## config.mk

```make
export PLATFORM = sky130hd
export DESIGN_NAME = avg_pool_scheduler
export DESIGN_NICKNAME = d
export VERILOG_FILES = /design/src/rtl/avg_pool_scheduler.sv
export SDC_FILE = /design/constraint.sdc
export NUM_CORES = 1
export LEC_CHECK = 0
export CAP_MARGIN = 15
export CORE_MARGIN = 3
export CORE_UTILIZATION = 28
export CTS_CLUSTER_SIZE = 40
export DETAILED_ROUTE_END_ITERATION = 16
export SLEW_MARGIN = 20
export SYNTH_ARGS = -nofsm -noshare
export SYNTH_HDL_FRONTEND = slang
export SYNTH_SLANG_ARGS = --single-unit
export TNS_END_PERCENT = 30
```

## constraint.sdc

```tcl
create_clock -name clk -period 12.5 [get_ports clk]
set_input_delay 1.25 -clock clk [delete_from_list [all_inputs] [get_ports clk]]
set_output_delay 1.25 -clock clk [all_outputs]
set_load 0.03 [all_outputs]
```

## src/rtl/avg_pool_scheduler.sv

```systemverilog
// Average-pool window scheduler: walks every window of a square float16 map, feeds the pool unit
// one element per cycle and writes each result. Optional perf counter: define AVG_POOL_SCHED_PERF_EN.
module avg_pool_scheduler #(
  parameter int DATA_WIDTH = 16,
  parameter int ADDR_WIDTH = 16,
  parameter int DIM_WIDTH  = 8
) (
  input  logic                   clk,
  input  logic                   rst,
  input  logic                   start,
  input  logic [DIM_WIDTH-1:0]   fm_size,
  input  logic [DIM_WIDTH-1:0]   kernel_size,
  input  logic [DIM_WIDTH-1:0]   stride,
  input  logic [ADDR_WIDTH-1:0]  in_base,
  input  logic [ADDR_WIDTH-1:0]  out_base,
  output logic                   in_rd_en,
  output logic [ADDR_WIDTH-1:0]  in_rd_addr,
  input  logic [DATA_WIDTH-1:0]  in_rd_data,
  output logic                   pool_rst,
  output logic [DATA_WIDTH-1:0]  pool_data,
  output logic [2*DIM_WIDTH-1:0] pool_data_num,
  input  logic                   pool_ready,
  input  logic [DATA_WIDTH-1:0]  pool_result,
  output logic                   out_wr_en,
  output logic [ADDR_WIDTH-1:0]  out_wr_addr,
  output logic [DATA_WIDTH-1:0]  out_wr_data,
  output logic                   busy,
  output logic                   done,
`ifdef AVG_POOL_SCHED_PERF_EN
  output logic                   cfg_err,
  output logic [31:0]            perf_cycles
`else
  output logic                   cfg_err
`endif
);

  localparam int PW = 2*DIM_WIDTH;
  localparam int CW = 2*DIM_WIDTH + 1;
  localparam int EW = DIM_WIDTH + 2;

  typedef enum logic [1:0] {IDLE, PRIME, RUN, DRAIN} state_t;
  state_t state;

  logic [DIM_WIDTH-1:0]  f_q, k_q, s_q;
  logic [DIM_WIDTH-1:0]  kx, ky, cx, ry;
  logic [PW-1:0]         n_q;
  logic [ADDR_WIDTH-1:0] out_base_q, row_step_q, row_addr, win_row_addr;
  logic [CW-1:0]         slot, win_cnt, res_idx;
  logic                  rd_en, rd_vld, issued_all;

  logic                  cfg_bad, col_more, row_more, kx_last, ky_last, rd_run, rd_first;
  logic [PW-1:0]         sf_prod, kk_prod;
  logic [EW-1:0]         col_end, row_end;
  logic [DIM_WIDTH-1:0]  k_last;
  logic [CW-1:0]         n_ext, period_end, slot_nxt;

  assign cfg_bad  = (kernel_size == '0) || (stride == '0) || (kernel_size > fm_size);
  assign sf_prod  = PW'(stride) * PW'(fm_size);
  assign kk_prod  = PW'(kernel_size) * PW'(kernel_size);

  // Next window fits horizontally / vertically iff base+S+K <= F.
  assign col_end  = EW'(cx) + EW'(s_q) + EW'(k_q);
  assign row_end  = EW'(ry) + EW'(s_q) + EW'(k_q);
  assign col_more = col_end <= EW'(f_q);
  assign row_more = row_end <= EW'(f_q);
  assign k_last   = k_q - DIM_WIDTH'(1);
  assign kx_last  = kx == k_last;
  assign ky_last  = ky == k_last;

  // Reads land in slots 0..N-2 (elements 1..N-1) and slot N+2 (next window's element 0).
  assign n_ext      = CW'(n_q);
  assign period_end = n_ext + CW'(2);
  assign slot_nxt   = (slot == period_end) ? '0 : slot + CW'(1);
  assign rd_run     = (slot_nxt + CW'(1) < n_ext) || ((slot_nxt == period_end) && !issued_all);
  assign rd_first   = n_ext > CW'(1);

  assign in_rd_en      = rd_en;
  assign in_rd_addr    = rd_en ? (row_addr + ADDR_WIDTH'(cx) + ADDR_WIDTH'(kx)) : '0;
  assign pool_data     = rd_vld ? in_rd_data : '0;
  assign pool_data_num = n_q;

  always_ff @(posedge clk or negedge rst) begin
    if (!rst) begin
      state        <= IDLE;
      f_q          <= '0;
      k_q          <= '0;
      s_q          <= '0;
      n_q          <= '0;
      kx           <= '0;
      ky           <= '0;
      cx           <= '0;
      ry           <= '0;
      out_base_q   <= '0;
      row_step_q   <= '0;
      row_addr     <= '0;
      win_row_addr <= '0;
      slot         <= '0;
      win_cnt      <= '0;
      res_idx      <= '0;
      rd_en        <= 1'b0;
      rd_vld       <= 1'b0;
      issued_all   <= 1'b0;
      pool_rst     <= 1'b0;
      out_wr_en    <= 1'b0;
      out_wr_addr  <= '0;
      out_wr_data  <= '0;
      busy         <= 1'b0;
      done         <= 1'b0;
      cfg_err      <= 1'b0;
    end else begin
      out_wr_en <= 1'b0;
      done      <= 1'b0;
      rd_vld    <= rd_en;

      if (pool_ready && busy) begin
        out_wr_en   <= 1'b1;
        out_wr_data <= pool_result;
        out_wr_addr <= out_base_q + ADDR_WIDTH'(res_idx);
        res_idx     <= res_idx + CW'(1);
      end

      // Read pointer: kx fastest, then ky, then window column, then window row.
      if (rd_en) begin
        if (!kx_last) begin
          kx <= kx + DIM_WIDTH'(1);
        end else begin
          kx <= '0;
          if (!ky_last) begin
            ky       <= ky + DIM_WIDTH'(1);
            row_addr <= row_addr + ADDR_WIDTH'(f_q);
          end else begin
            ky      <= '0;
            win_cnt <= win_cnt + CW'(1);
            if (col_more) begin
              cx       <= cx + s_q;
              row_addr <= win_row_addr;
            end else if (row_more) begin
              cx           <= '0;
              ry           <= ry + s_q;
              win_row_addr <= win_row_addr + row_step_q;
              row_addr     <= win_row_addr + row_step_q;
            end else begin
              issued_all <= 1'b1;
            end
          end
        end
      end

      case (state)
        IDLE: begin
          pool_rst <= 1'b0;
          busy     <= 1'b0;
          if (start && !busy) begin
            if (cfg_bad) begin
              cfg_err <= 1'b1;
            end else begin
              f_q          <= fm_size;
              k_q          <= kernel_size;
              s_q          <= stride;
              n_q          <= kk_prod;
              row_step_q   <= ADDR_WIDTH'(sf_prod);
              out_base_q   <= out_base;
              row_addr     <= in_base;
              win_row_addr <= in_base;
              kx           <= '0;
              ky           <= '0;
              cx           <= '0;
              ry           <= '0;
              slot         <= '0;
              win_cnt      <= '0;
              res_idx      <= '0;
              issued_all   <= 1'b0;
              cfg_err      <= 1'b0;
              busy         <= 1'b1;
              rd_en        <= 1'b1;
              state        <= PRIME;
            end
          end
        end
        PRIME: begin
          state    <= RUN;
          pool_rst <= 1'b1;
          slot     <= '0;
          rd_en    <= rd_first;
        end
        RUN: begin
          slot  <= slot_nxt;
          rd_en <= rd_run;
          if (issued_all && (slot == n_ext - CW'(1))) begin
            state <= DRAIN;
            rd_en <= 1'b0;
          end
        end
        DRAIN: begin
          // Done coincides with the last write; the second term covers results that beat DRAIN.
          if ((pool_ready && (res_idx + CW'(1) == win_cnt)) || (res_idx == win_cnt)) begin
            done     <= 1'b1;
            state    <= IDLE;
            pool_rst <= 1'b0;
          end
        end
        default: state <= IDLE;
      endcase
    end
  end

`ifdef AVG_POOL_SCHED_PERF_EN
  always_ff @(posedge clk or negedge rst) begin
    if (!rst)
      perf_cycles <= '0;
    else if ((state == IDLE) && start && !busy && !cfg_bad)
      perf_cycles <= '0;
    else if (busy)
      perf_cycles <= perf_cycles + 32'd1;
  end
`endif

endmodule

```

# Word-level counts from Yosys, hierarchy flattened

Index checks and enable logic that the tools add are counted.

Bits in registers: 229
Word-level logic and storage cells: 173
Input port bits: 92
Output and inout bits: 86

$lt $le $gt $ge: 5
Multiplexer cells: 84
Equal/unequal tests: 14
Reductions and logical operators: 21
Bitwise operators: 1
Multiply operators: 2
$add $sub $neg: 20

Operator list:

| operator                                                                          | count |
|---|---|
| 16-bit 2-to-1 mux                                                                 | 18 |
| 17-bit 2-to-1 mux                                                                 | 13 |
| 8-bit 2-to-1 mux                                                                  | 27 |
| 17-bit == test                                                                    | 5 |
| 17-bit by 1-bit adder with 17-bit output (second input constant)                  | 4 |
| 17-bit one-hot mux with 3 select lines                                            | 1 |
| 16-bit by 8-bit adder with 16-bit output                                          | 3 |
| 16-bit adder                                                                      | 2 |
| 8-bit by 8-bit multiplier with 16-bit output                                      | 2 |
| 9-bit by 8-bit adder with 10-bit output                                           | 2 |
| 10-bit by 8-bit less-or-equal comparator with 1-bit output                        | 2 |
| 8-bit by 8-bit adder with 9-bit output                                            | 2 |
| 1-bit 2-to-1 mux                                                                  | 18 |
| 16-bit by 2-bit adder with 17-bit output (second input constant)                  | 1 |
| 17-bit by 16-bit < comparator with 1-bit output                                   | 1 |
| 16-bit by 1-bit subtractor with 17-bit output (second input constant)             | 1 |
| 8-bit by 1-bit adder with 8-bit output (second input constant)                    | 2 |
| 8-bit adder                                                                       | 2 |
| 8-bit == test                                                                     | 2 |
| 16-bit by 1-bit greater-than comparator with 1-bit output (second input constant) | 1 |
| 8-bit logical NOT                                                                 | 2 |
| 8-bit greater-than comparator                                                     | 1 |
| 2-bit 2-to-1 mux                                                                  | 4 |
| 2-bit inequality test (second input constant)                                     | 4 |
| other kinds (14)                                                                  | 27 |

# Depth between registers and ports, before layout

Depth in word-level cells: 11
Depth in mapped cells: 22
Mapped depth without buffers: 19

# Worst setup path before layout

OpenSTA, ideal clock, no wires.

Path kind: input to register
Start point: in stride[5]
End point: reg row_step_q[15]
Path slack: 7.416 ns
Buffers on the path: 1
Cell stages on the path: 16
Required time: 12.367 ns
Arrival: 4.951 ns
Setup time: 0.133 ns
Path through: clkbuf_1 nand2_1 fa_1 fa_1 inv_1 fa_1 inv_1 fa_1 inv_1 ha_1 a21boi_0 o211ai_1 a21oi_1 o31ai_1 xnor2_1 o21ai_0

Cells in the longest elaborated chain, start to end: 5
Elaborated cells between the ends (all ways): 6
Classes of those cells: mul: 1; bitwise: 1; reduce/logical: 4

Ends and longest elaborated chain:

| element                                                                                              | RTL line | RTL |
|---|---|---|
| start: declaration                                                                                   | 13       | `input logic [DIM_WIDTH-1:0] stride,` |
| parallel branches: the longest is 5 deep, another holds 8-bit by 8-bit multiplier with 16-bit output | n/a      |  |
| end signal: assignment                                                                               | 161      | `row_step_q <= ADDR_WIDTH'(sf_prod);` |
| end: declaration                                                                                     | 47       | `logic [ADDR_WIDTH-1:0] out_base_q, row_step_q, row_addr, win_row_addr;` |

Several ways; the timed one is not identified.
A chain may end at the register's enable or synchronous reset.

# Worst setup path in the final report

Start point: reg kx[1]
End point: out in_rd_addr[15]

Cells in the longest elaborated chain, start to end: 2

Ends and longest elaborated chain:

| element                                  | RTL line | RTL |
|---|---|---|
| start: declaration                       | 45       | `logic [DIM_WIDTH-1:0] kx, ky, cx, ry;` |
| start signal: assignment                 | 125      | `kx <= kx + DIM_WIDTH'(1);` |
| 16-bit by 8-bit adder with 16-bit output | 78       | `assign in_rd_addr = rd_en ? (row_addr + ADDR_WIDTH'(cx) + ADDR_WIDTH'(kx)) : '0;` |
| 16-bit 2-to-1 mux                        | 78       |  |
| end: declaration                         | 17       | `output logic [ADDR_WIDTH-1:0] in_rd_addr,` |

No other way between the ends.

==> results by group <==
Place
  – IO Port Bufs: 176
  – Gpl congestion: 0.8803
  – DPL Wire Length: a little under 50000 microns
  – Inst Count DP: approximately 3.6k

Drt
  – DRT Pass-1 Iters: 7
  – Avg WL per Cell: 17.59 microns
  – Vias after detailed routing: about 18k
  – DRT iter0 DRCs: 1409
  – DRT antenna net count: 0
  – Avg Vias per Cell: 5.063
  – Final wirelength: 63470 microns
  – # DRC: 0

Floorplan
  – I/O pin cnt: 178
  – Rows: 100
  – DIE AREA: 79300 sq um
  – Initial Util: 0.2842
  – Core footprint: ~75000 sq um
  – Die height: 281.6 microns
  – Die width: approximately 280 microns

Critical path
  – Critical Path AT: 4.94 ns
  – CP cell instances: fa_1 > ha_1 > fa_1 > a21o_1 > a21oi_1 > o21bai_1 > a21oi_1 > o21ai_0 > a21oi_1 > o21ai_0 > a21boi_0 > clkdlybuf4s50_1
  – Worst r2r dst: win_row_addr[8]
  – Worst r2r src: k_q[0]
  – Max incr delay on CP: 0.86 ns
  – Crit. End Element: output port
  – CP Launch Point: kx[1]
  – Crit-path slowest cell: clkdlybuf4s50_1
  – Worst path required time: 11.25 ns
  – CP Max Fanout: 7
  – Crit-path most repeated cell: a21oi_1
  – Reg2Reg Depth: 16
  – Setup CP Type: flip-flop to output port
  – CP Capture Point: in_rd_addr[15]
  – Reg2Reg Setup Slack: 6.57 ns
  – Startpoint types: flip-flop

Logic synthesis
  – Ranking of synthesized cells by area: dfrtp_1 (27%), ha_1 (11%), fa_1 (8.8%)
  – Syn Area/Cell: 8.400 sq um
  – Ys flop type: dfrtp_1
  – YS warnings: 0
  – Top cell type's share of synthesized area: 0.2671
  – Syn nets: 2909
  – Cells after Synth: between 2k and 3k
  – Sequential share of the synthesized area: 0.2671
  – Flops & latches, synth: 227
  – Largest area contributor in the netlist: dfrtp_1
  – Library cells used by synthesis: 86
  – Async set-reset flop share out of synthesis: 1.000
  – Post-synth EDFFs: 0
  – Post-Syn Area: roughly 21000 sq um

Final layout
  – Fin cells: 3608
  – Commonest cells after routing, fill and taps aside: nand2_1 (389), dfrtp_1 (227), ha_1 (192)
  – Layout area overhead: 16.83%
  – Final nets: 2993
  – Multi-input logic area: 14490 sq um
  – Sequential cell area: approximately 5700 sq um
  – Share of cells above drive strength 1: 0.03638
  – Fill cell count: ~8k
  – Diode count: 0
  – Commonest non-fill, non-tap cell in the layout: nand2_1
  – Util after Layout: 0.3321

Timing
  – Setup_tns: 0 ns
  – Fmax: 161.7 MHz
  – # setup viols final: 0
  – Clock skew: roughly 0.027 ns
  – Slew at the pin closest to its max-slew limit: 1.078 ns
  – Final Hold Vio Count: 0
  – Final min period: 6.186 ns
  – Max-slew violations: 0
  – RSZ-0062 raised after global routing: no
  – Final Cycle Share: 0.4949
  – Rel. slew slack: 0.2812

Global route
  – First-pass GRT wire length: 101100 microns
  – Global-route usage over all layers: 0.1580
  – Largest net degree at the start of global routing: between 80 and 90
  – Total global routing overflow: 0
  – Initial antenna violation count: 1
  – Vias in the first global route: around 18k

Power and ir drop
  – Pwr Density: 84.77 nW/um^2
  – Leak: around 0.011 uW
  – Maximum vdd drop: 0.1044 mV

Clock tree
  – Clock Latency Late Sink: 0.59 ns
  – Clk slew on worst S/H paths: around 0.060 ns
  – # Post-CTS Setup Buffers: 0
  – H-tree levels: 1
  – CTS Root Cell: clkbuf_16
  – Cts bufs inserted: 30
  – Clock sink count: around 230
  – Hold Buf Count CTS: 0
  – CTS Buffer Depth: 3
  – TritonCTS clock tree: built
  – # resized after CTS: 0

Status
  – Status: finished clean

Hold path
  – Hold path start: out_wr_data[12]
  – Hold Path Class: flip-flop to flip-flop

Job
  – Max-Cap Viols: 0
==> Yosys cell counts, drive strengths merged (24+ instances only) <==
cell type and number:
nand3 61, nor4 24, nor2 178, nand4 34, a21o 37, nand2 391, and2 92, nor3 51
xor2 104, xnor2 122, o21ai 130, ha 192, fa 93, and3 30, inv 151, dfrtp 227
clkbuf 109, nand2b 24, buf 28, a21oi 121
==> worst min-delay path by stage <==
| stage | cells after the start | slack, ns | endpoint |
|---|---|---|---|
| after floorplan | 2 | 0.45 | out_base_q[0] |
| after global placement | 2 | 0.46 | out_wr_data[5] |
| after detailed placement | 2 | 0.46 | out_wr_data[12] |
| after CTS | 2 | 0.48 | out_wr_data[12] |
| after global routing | 2 | 0.49 | out_wr_data[12] |
| final | 2 | 0.47 | out_wr_data[12] |
==> flip-flops by register name, indices dropped and copies added (netlist names), 2 cells and up <==
name	flops
out_wr_data	16
ry	8
slot	17
out_base_q	16
f_q	8
row_step_q	16
win_cnt	17
res_idx	17
k_q	8
s_q	8
ky	8
kx	8
out_wr_addr	16
state	2
pool_data_num	14
cx	8
row_addr	16
win_row_addr	16
==> through the flow <==
| step | total power (uW) | hold WS [ns] | setup WS, ns | cell area [sq um] |
|---|---|---|---|---|
| after CTS | 2148 | 0.4762 | 6.274 | 24850 |
| after global placement | 1208 | 0.4580 | 6.653 | 23810 |
| final | 2106 | 0.4704 | 6.314 | 24850 |
| after floorplan | 1082 | 0.4523 | 7.416 | 21270 |
| after detailed placement | 1214 | 0.4622 | 6.507 | 23810 |
| after global routing | 2240 | 0.4912 | 6.029 | 24850 |
==> where the power goes <==
group	internal, uW	switching [uW]	leakage, uW	total [uW]
clock network	550	360	0.000503	910
registers	735	0	0.00273	735
logic	206	256	0.00782	461
==> layer usage <==
layer,part of all wire,vias to the layer above,track usage,routed length (microns)
li1,-,8908,-,-
met1,0.48,8783,0.2287,30530
met2,0.44,492,0.2492,28140
met3,0.052,84,0.02029,3316
met4,0.023,2,0.03945,1471
met5,0.00020,-,0,13
==> critical path, delay by kind of cell (launching register included) <==
family | cells | cell delay [ns]
AO/OA/AOI/OAI | 8 | 1.83
buffers and inverters | 1 | 0.86
flip-flops | 1 | 0.50
adder cells (fa/ha/maj) | 3 | 1.16
==> cell type report <==
type                    instances  area share
clock buffers                  43     0.03545
clock inverters                12    0.006093
well taps                     969     0.04880
multi-input cells            2016      0.5830
inverters                     152     0.02296
flip-flops and latches        227      0.2286
repair buffers                189     0.07503
==> cells by family after synthesis <==
family | share of synthesized area
compound gates | 0.1488
xor+xnor | 0.09525
fa+ha+maj | 0.2005
buf+inv | 0.05330
flops | 0.2671
mux | 0.005883
other cells | 0.0001763
simple gates | 0.2290
No activity file was read; power rests on OpenSTA's default activity.
==> variant: new RTL, same settings <==
Add a define of `AVG_POOL_SCHED_PERF_EN`.
--- a/src/rtl/avg_pool_scheduler.sv
+++ b/src/rtl/avg_pool_scheduler.sv
@@ -1,4 +1,6 @@
 // Average-pool window scheduler: walks every window of a square float16 map, feeds the pool unit
 // one element per cycle and writes each result. Optional perf counter: define AVG_POOL_SCHED_PERF_EN.
+`define AVG_POOL_SCHED_PERF_EN
+
 module avg_pool_scheduler #(
   parameter int DATA_WIDTH = 16,
Check against the original RTL (old outputs only; new: perf_cycles): same outputs for any inputs over 4 cycles, from zero or initial values and one cycle with rst low; that may be too few to reach the edited logic, so the function may still have changed.
==> variant against the original RTL <==
- design area increased by 6.2%
- routed wire length increased by 1.2%
- clock skew decreased by 0.0016 ns
- sequential cell count increased by 32
- critical endpoint is now in_rd_addr[11]
- worst setup slack improved by 0.36 ns
- area after synthesis increased by 4.7%
- cell count increased by 4.7%
Power is left out: it rests on default switching activity, and per cell area and clock period it moved more than threefold.
==> variant: results (changes against the original RTL) <==
outcome: finished clean
nets: 3,091 (+3.3%)
RR Endpoint: in_rd_en
Detailed Route Iter0 Violations: 972 (-31%)
met3 Usage GRT: 2.46% (+0.43 points)
top post-synthesis cells by count: nand2_1, dfrtp_1, nor2_1
GRT Total Usage: 15.6% (-0.21 points)
met2 Usage GRT: 25.4% (+0.52 points)
first-pass GRT wire length: 104 mm (+3.0%)
largest net degree at the start of global routing: 147 (+77%)
root buf cell: clkbuf_16
post-place setup slack: 6.30 ns (-0.205 ns)
worst hold endpoint: out_wr_data[0]
final wirelength: 64.2 mm (+1.2%)
clk_lat worst skew: 0.55 ns (-0.04 ns)
ys flop type: dfrtp_1
reg2reg path depth: 23 (+7)
Mapped Cells: 2,581 (+1.9%)
Clock Skews: 0.0253 ns (-0.00164 ns)
Least-Margin Pin Slew: 0.989 ns (-0.0888 ns)
Cells after DPL: 3,717 (+4.6%)
H-tree Lvls: 2 (+1)
worst-path fanout max: 6 (-1)
CTS buffer count: 34 (+13%)
sequential element share of the synthesized area: 29.1% (+2.4 points)
GPL Wtd Cong: 0.876 (-0.51%)
Biggest register: perf_cycles
initial antenna violation count: 1 (unchanged)
vias in the first global route: 18,529 (+4.4%)
hold path depth: 2 (unchanged)
Buffers on Ports: 208 (+18%)
Hold Crit Start: out_wr_data[0]
Peak Freq: 0.172 GHz (+6.1%)
FF-to-FF Start: pool_data_num[6]
Synth cell types: 88 (+2.3%)
iteration count of the initial detailed-routing pass: 5 (-2)
Net Count, Synth: 2,959 (+1.7%)
DP HPWL: 48.4 mm (+0.74%)
Layout Cells excl Fill: 3,777 (+4.7%)
Worst EP arrival: 4.58 ns (-0.36 ns)
layout cell share with drive strength beyond 1: 4.09% (+0.45 points)
Synth area leaders: dfrtp_1, ha_1, fa_1
via-per-instance ratio: 4.89 (-3.5%)
worst reg-to-reg setup slack: 6.93 ns (+0.36 ns)
==> variant: cell types whose count changed in the layout (fill, tap and decap cells not counted), sizes merged, moves of 13 or more <==
cell / before / now
a21oi: 121 / 100
and2: 92 / 78
clkdlybuf4s50: 175 / 207
dfrtp: 227 / 259
inv: 152 / 171
mux2i: 8 / 29
nand2: 391 / 365
nand4: 34 / 47
nor2: 178 / 232
o21ai: 130 / 151
xnor2: 122 / 160
==> variant: worst max-delay path: stages, from the launching register on <==
cell and delay [ns]:
dfrtp_1 0.50, fa_1 0.47, ha_1 0.25, fa_1 0.41
a21o_1 0.18, a21oi_1 0.21, o21bai_1 0.10, a21oi_1 0.22
o21bai_1 0.09, a21oi_1 0.44, o21ai_0 0.14, a21oi_1 0.27
clkdlybuf4s50_1 0.75
==> variant: area by class of cell <==
type | instances | area [um2]
Fill cell | 8156 | 51700
Multi-Input combinational cell | 2028 | 14700
Sequential cell | 259 | 6480
Timing Repair Buffer | 222 | 2200
Tap cell | 1040 | 1300
Clock buffer | 43 | 925
Inverter | 168 | 631
Clock inverter | 17 | 194
==> variant: per-stage QoR <==
step / utilization, % / hold WS [ns] / instance area, um2
2_1_floorplan: - / 0.445 / 22300
3_3_place_gp: 32.3 / 0.457 / 25300
3_5_place_dp: 32.3 / 0.461 / 25300
4_1_cts: 33.8 / 0.476 / 26400
5_1_grt: 33.8 / 0.505 / 26400
6_report: 33.8 / 0.473 / 26400
==> variant: worst max path at each step <==
stage,start,endpoint,cells after the start
3_5_place_dp,stride[1],row_step_q[14],17
5_1_grt,row_addr[1],in_rd_addr[11],12
6_report,row_addr[1],in_rd_addr[11],12
3_3_place_gp,stride[1],row_step_q[14],17
4_1_cts,kx[1],in_rd_addr[11],12
2_1_floorplan,stride[1],row_step_q[14],17
==> variant: cell families (layout without fill, tap and decap cells) <==
logic type | after synthesis | after routing | synth area share, %
adders and majority gates | 286 | 286 | 19.2
buffers and inverters | 294 | 450 | 5.29
muxes | 38 | 38 | 1.76
AOI/OAI and AO/OA | 452 | 452 | 12.8
xor gates and xnor gates | 271 | 271 | 10.7
DFF | 259 | 259 | 29.1
and+or+nand+nor | 980 | 980 | 21.1
other | 1 | 1 | 0.0168
==> variant: routing by layer <==
layer	wire [um]	vias to the layer above	share of wire [%]
met5	13	-	0.020
met4	1500	2	2.3
met3	3190	78	5.0
met2	29500	417	46
met1	30100	8892	47
li1	-	9063	-
